==> src/rtl/dvp_frame_packer.sv <==
// dvp_frame_packer: whole-frame gated DVP pixel capture, packing WORD_BYTES pixels per write word
// with start-of-frame / end-of-line marks and per-frame line/frame geometry checking.
module dvp_frame_packer #(
  parameter int DATA_W     = 8,
  parameter int WORD_BYTES = 4,
  parameter int H_ACTIVE   = 1280,
  parameter int V_ACTIVE   = 800,
  parameter bit VSYNC_POL  = 1'b1,
  parameter int CNT_W      = 25
) (
  input  logic                         camera_pclk,
  input  logic                         rst_n,
  input  logic                         init_done,
  input  logic                         capture_en,
  input  logic                         camera_vsync,
  input  logic                         camera_href,
  input  logic [DATA_W-1:0]            camera_data,
  output logic                         wr_req,
  output logic [DATA_W*WORD_BYTES-1:0] wr_data,
  output logic                         wr_sof,
  output logic                         wr_eol,
  output logic                         frame_done,
  output logic                         frame_err,
  output logic [CNT_W-1:0]             word_cnt
);
  localparam int WW   = DATA_W * WORD_BYTES;
  localparam int PX_W = $clog2(H_ACTIVE + 1);
  localparam int LN_W = $clog2(V_ACTIVE + 2);
  localparam int BC_W = $clog2(WORD_BYTES + 1);
  localparam logic [1:0] IDLE = 2'd0, ARM = 2'd1, SYNC = 2'd2, ACTIVE = 2'd3;
  localparam logic [PX_W-1:0] PX_END  = PX_W'(H_ACTIVE);
  localparam logic [PX_W-1:0] PX_LAST = PX_W'(H_ACTIVE - 1);
  localparam logic [LN_W-1:0] LN_END  = LN_W'(V_ACTIVE);
  localparam logic [LN_W-1:0] LN_SAT  = LN_W'(V_ACTIVE + 1);
  localparam logic [BC_W-1:0] BC_LAST = BC_W'(WORD_BYTES - 1);

  logic [1:0]       state_q, state_d;
  logic             href_q, sof_pend_q, sof_pend_d, err_q, err_d;
  logic [PX_W-1:0]  px_q, px_d;
  logic [LN_W-1:0]  ln_q, ln_d;
  logic [BC_W-1:0]  bc_q, bc_d;
  logic [WW-1:0]    pack_q, pack_d, pack_new, wr_data_q, wr_data_d;
  logic             wr_req_q, wr_req_d, wr_sof_q, wr_sof_d, wr_eol_q, wr_eol_d;
  logic             done_q, done_d, ferr_q, ferr_d, bad;
  logic [CNT_W-1:0] word_cnt_q, word_cnt_d;
  logic             vs_act, act, pv, keep, full, line_end, close;

  always_comb begin
    vs_act   = camera_vsync == VSYNC_POL;
    act      = state_q == ACTIVE;
    pv       = act & camera_href & !vs_act;
    keep     = pv & (px_q < PX_END) & (ln_q < LN_END);
    full     = keep & (bc_q == BC_LAST);
    line_end = act & !vs_act & href_q & !camera_href;
    close    = act & vs_act;
    bad      = err_q | camera_href | (ln_q != LN_END);
    state_d  = (state_q == IDLE && init_done && capture_en) ? ARM :
               (state_q == ARM && vs_act)                   ? SYNC :
               (state_q == SYNC && !vs_act)                 ? ACTIVE :
               close ? (capture_en ? SYNC : IDLE) : state_q;
    pack_new = pack_q;
    for (int i = 0; i < WORD_BYTES; i++)
      if (bc_q == BC_W'(i)) pack_new[i*DATA_W +: DATA_W] = camera_data;
    sof_pend_d = sof_pend_q | (state_q == SYNC && !vs_act);
    err_d      = err_q | (pv & !keep);
    px_d       = px_q;
    ln_d       = ln_q;
    bc_d       = bc_q;
    pack_d     = pack_q;
    wr_data_d  = wr_data_q;
    wr_req_d   = 1'b0;
    wr_eol_d   = 1'b0;
    done_d     = 1'b0;
    ferr_d     = 1'b0;
    if (keep) begin
      px_d   = px_q + 1'b1;
      pack_d = full ? '0 : pack_new;
      bc_d   = full ? '0 : bc_q + 1'b1;
      if (full) begin
        wr_req_d  = 1'b1;
        wr_data_d = pack_new;
        wr_eol_d  = px_q == PX_LAST;
      end
    end
    // Partial word left at line end goes out zero-padded and closes the line.
    if (line_end) begin
      if (bc_q != '0) begin
        wr_req_d  = 1'b1;
        wr_data_d = pack_q;
        wr_eol_d  = 1'b1;
        pack_d    = '0;
        bc_d      = '0;
      end
      err_d = err_d | (px_q != PX_END);
      px_d  = '0;
      ln_d  = (ln_q == LN_SAT) ? ln_q : ln_q + 1'b1;
    end
    if (close) begin
      done_d = !bad;
      ferr_d = bad;
      err_d  = 1'b0;
      px_d   = '0;
      ln_d   = '0;
      bc_d   = '0;
      pack_d = '0;
    end
    wr_sof_d   = wr_req_d & sof_pend_q;
    sof_pend_d = sof_pend_d & !wr_req_d;
    word_cnt_d = !wr_req_d ? word_cnt_q : sof_pend_q ? CNT_W'(1) :
                 (&word_cnt_q) ? word_cnt_q : word_cnt_q + 1'b1;
  end

  always_ff @(posedge camera_pclk or negedge rst_n) begin
    if (!rst_n) begin
      state_q    <= IDLE;
      href_q     <= 1'b0;
      sof_pend_q <= 1'b0;
      err_q      <= 1'b0;
      px_q       <= '0;
      ln_q       <= '0;
      bc_q       <= '0;
      pack_q     <= '0;
      wr_req_q   <= 1'b0;
      wr_data_q  <= '0;
      wr_sof_q   <= 1'b0;
      wr_eol_q   <= 1'b0;
      done_q     <= 1'b0;
      ferr_q     <= 1'b0;
      word_cnt_q <= '0;
    end else begin
      state_q    <= state_d;
      href_q     <= camera_href;
      sof_pend_q <= sof_pend_d;
      err_q      <= err_d;
      px_q       <= px_d;
      ln_q       <= ln_d;
      bc_q       <= bc_d;
      pack_q     <= pack_d;
      wr_req_q   <= wr_req_d;
      wr_data_q  <= wr_data_d;
      wr_sof_q   <= wr_sof_d;
      wr_eol_q   <= wr_eol_d;
      done_q     <= done_d;
      ferr_q     <= ferr_d;
      word_cnt_q <= word_cnt_d;
    end
  end

  assign wr_req     = wr_req_q;
  assign wr_data    = wr_data_q;
  assign wr_sof     = wr_sof_q;
  assign wr_eol     = wr_eol_q;
  assign frame_done = done_q;
  assign frame_err  = ferr_q;
  assign word_cnt   = word_cnt_q;
endmodule

==> config.mk <==
export PLATFORM = sky130hd
export DESIGN_NAME = dvp_frame_packer
export DESIGN_NICKNAME = d
export VERILOG_FILES = /design/src/rtl/dvp_frame_packer.sv
export SDC_FILE = /design/constraint.sdc
export NUM_CORES = 1
export LEC_CHECK = 0
export ABC_CLOCK_PERIOD_IN_PS = 1900
export CAP_MARGIN = 30
export CORE_MARGIN = 4
export CORE_UTILIZATION = 55
export CTS_BUF_LIST = sky130_fd_sc_hd__clkbuf_4
export CTS_CLUSTER_SIZE = 40
export DETAILED_ROUTE_END_ITERATION = 6
export DONT_BUFFER_PORTS = 1
export PLACE_DENSITY = 0.8
export SYNTH_ARGS = -nofsm -noshare
export SYNTH_HDL_FRONTEND = slang
export SYNTH_SLANG_ARGS = --single-unit
export TNS_END_PERCENT = 5
==> constraint.sdc <==
create_clock -name camera_pclk -period 1.9 [get_ports camera_pclk]
set_input_delay 0.38 -clock camera_pclk [delete_from_list [all_inputs] [get_ports camera_pclk]]
set_output_delay 0.38 -clock camera_pclk [all_outputs]
set_load 0.1 [all_outputs]
==> flow_metrics.tcl <==
set metrics [dict create \
    run_status "finished with violations" \
    violations "design-rule violations, negative hold slack, negative setup slack" \
    worst_slack_ns -0.363 \
    critPathArrivalTime_ns 2.69 \
    first_iter_violations 815 \
    port_buffers 0 \
    crit_start "bc_q[1]$_DFF_PN0_" \
    die_h_um 112 \
    synthCells 616 \
    drt_first_pass_iters 7 \
    path_class "flip-flop to flip-flop" \
    finalSetupViolCount 85 \
    gp_congestion 0.887 \
    stdcell_count 923 \
    peakVddDrop_mv 1.46 \
    synth_nets 640 \
    r2r_setup_slack_ns -0.36 \
    async_reset_ff_share_pct 100 \
    clkLatencyLatePin_ns 0.55 \
    clk_pin_slew_worst_paths_ns 0.12 \
    timing.hold.ws_ns -0.492 \
    skew_ns 0.0152 \
    synth_area_leaders "dfrtp_1 52%, a21oi_1 5.0%, nor2_1 4.1%, nand2_1 3.9%, mux2i_1 2.9%" \
    clkSinkCount 123 \
    drive_above_1_share_pct 34.7 \
    slew_violations 0 \
    ys_ff_latch 123 \
    cp-end-kind "flip-flop" \
    worst_ep_required_time_ns 2.32 \
    r2r_end "wr_data[3]$_DFF_PN0_" \
    hpwl_um 11100 \
    wl_um 20400 \
    num_vias 6025 \
    p_leak_uw 0.00374 \
    ctsLongestPathBuffers 2 \
    n_antenna_cell 0 \
    grt_pass1_wl_um 29200 \
    antenna_found_initial 0 \
    r2r_cells 9 \
    nFillCells 557 \
    synthDominantCellAreaShare_pct 52.1 \
    grt_max_degree 124 \
    rsz0062_at_grt "yes" \
    placedCellCount 857 \
    num_io_pins 76 \
    cts_tree "done" \
    dieArea_mm2 0.0125 \
    nNetsFinal 798 \
    seq_area_frac_synth_pct 52.1 \
    multiInputGateArea_mm2 0.00294 \
    cts-root-buf "clkbuf_4" \
    grt_pass1_vias 5776 \
    drt_drc_violations_left 1 \
    grt_use_total_pct 29.3 \
    cp-endpoint "wr_data[3]$_DFF_PN0_" \
    initial_utilization_pct 56.7 \
    finalCritPeriodShare_pct 119 \
    synth_edf_count 0 \
    yosys_warnings 0 \
    synth_cell_types 50 \
    synth_top_area_cell "dfrtp_1" \
    startpoint_type "flip-flop" \
    post-route-min-period_ns 2.26 \
    syn_to_final_growth_pct 36.7 \
    wl_per_cell_um 22.1 \
    fmax_mhz 442 \
    synth.cell_area_mm2 0.00591 \
    yosys_most_used_dff "dfrtp_1" \
    die_w_um 112 \
    r2r-start "bc_q[1]$_DFF_PN0_" \
    htreeDepth 4 \
    powerDensity_mw_per_mm2 1330 \
    slew_headroom_pct 47.4 \
    vias_per_cell 6.53 \
    drv_cap 0 \
    cts_buffers 17 \
    layout_common_cells "128 x buf_4, 98 x dfrtp_1, 63 x nor2_1" \
    layout.area.seq_mm2 0.00314 \
    grt.overflow.total 0 \
    final_common_cell "buf_4" \
    path_max_fanout 8 \
    worst_slew_pin_slew_ns 0.786 \
    finalHoldViolations 123 \
    hold_class "input pin to async pin" \
    core-area_mm2 0.0104 \
    rows 37 \
    syn_avg_cell_area_um2 9.59 \
    drtAntennaViolNets 0 \
]
==> cell usage after synthesis (2+ instances only) <==
library cell,number
inv_1,23
xor2_1,9
nand4_1,12
nor2b_1,7
o31ai_1,9
nand2_1,61
or4_1,13
a211oi_1,2
buf_2,3
o21ai_0,34
a22oi_1,3
nor2_1,65
clkbuf_8,2
and2_1,14
dfrtp_1,123
nand3_1,29
xnor2_1,4
and4_1,2
nor3_1,8
nor4b_1,4
o211ai_1,5
a31oi_1,11
ha_1,10
a21oi_1,59
o41ai_1,3
and4_2,3
o22ai_1,9
nand3b_1,16
and3_1,6
mux2i_1,17
and3_2,2
clkbuf_1,18
or3_1,13
==> metal layers <==
layer  vias to the layer above  part of all wire (%)  track usage, %
met1                      2889                    37            35.3
met4                         0                   5.8            13.4
met2                       462                    47            48.6
met3                       139                    10            8.53
met5                         -                     0               0
li1                       2535                     -               -
==> area by class of cell <==
cell class / count / share of cell area, %
clock buffers: 17 / 1.58
clock inverters: 15 / 2.45
inverters: 24 / 1.16
multi-input cells: 443 / 36.4
flip-flops and latches: 123 / 38.9
well taps: 136 / 2.11
repair buffers: 164 / 17.3
repair inverters: 1 / 0.0929
==> logic make-up (layout without fill, tap and decap cells) <==
group | Yosys count | in the layout | share of synthesized area, %
flip-flops | 123 | 123 | 52.1
XOR/XNOR | 13 | 13 | 1.93
adder cells (fa/ha/maj) | 10 | 10 | 2.12
AND/OR/NAND/NOR | 262 | 262 | 23.5
multiplexers | 17 | 17 | 2.88
buffers and inverters | 50 | 221 | 3.73
AO/OA/AOI/OAI | 141 | 141 | 13.8
==> report_power, final <==
part           internal [uW]  switching (uW)
clock                   1040            1090
combinational           1250            3840
sequential              3150             339
==> worst max-delay path, stage by stage, from the launching register on <==
cell and delay, ns:
dfrtp_1 0.44, buf_6 0.13, ha_4 0.13, nor2b_4 0.14, and4_4 0.26, buf_6 0.14, buf_6 0.17, nand2_1 0.26
o22ai_1 0.35, a21oi_1 0.11
==> sequential cells by signal, summed over array words and instances (netlist names), 2 cells and up <==
register  cells
bc_q          3
ln_q         10
pack_q       32
px_q         11
state_q       2
word_cnt     25
wr_data      32
==> stage by stage <==
step	area [um2]	power (uW)	TNS, ns	setup slack [ns]	util (%)
finish	8080	10700	-8.47	-0.363	77.6
detailed placement	7030	8100	-12.81	-0.293	67.4
global route	8080	11100	-12.31	-0.360	77.6
global placement	7030	7960	-5.28	-0.189	67.4
floorplan	5990	6950	-6.82	-0.334	-
CTS	7820	10400	-2.68	-0.156	75.1
==> repair_timing <==
item	4_1_cts	5_1_grt
hold buffers	12	1
setup endpoints to repair	93	96
gates cloned	3	0
buffers inserted	11	7
resized for setup	58	47
endpoints found under the hold margin	153	124
pin swaps	23	25
==> worst min path at each step <==
stage / cells after the start / start / end
global route: 0 / rst_n / word_cnt[15]$_DFFE_PN0P_
CTS: 0 / rst_n / wr_data[31]$_DFF_PN0_
global placement: 0 / rst_n / word_cnt[12]$_DFFE_PN0P_
detailed placement: 0 / rst_n / word_cnt[12]$_DFFE_PN0P_
floorplan: 0 / rst_n / bc_q[0]$_DFF_PN0_
finish: 0 / rst_n / word_cnt[15]$_DFFE_PN0P_
(Power assumes the default switching activity.)
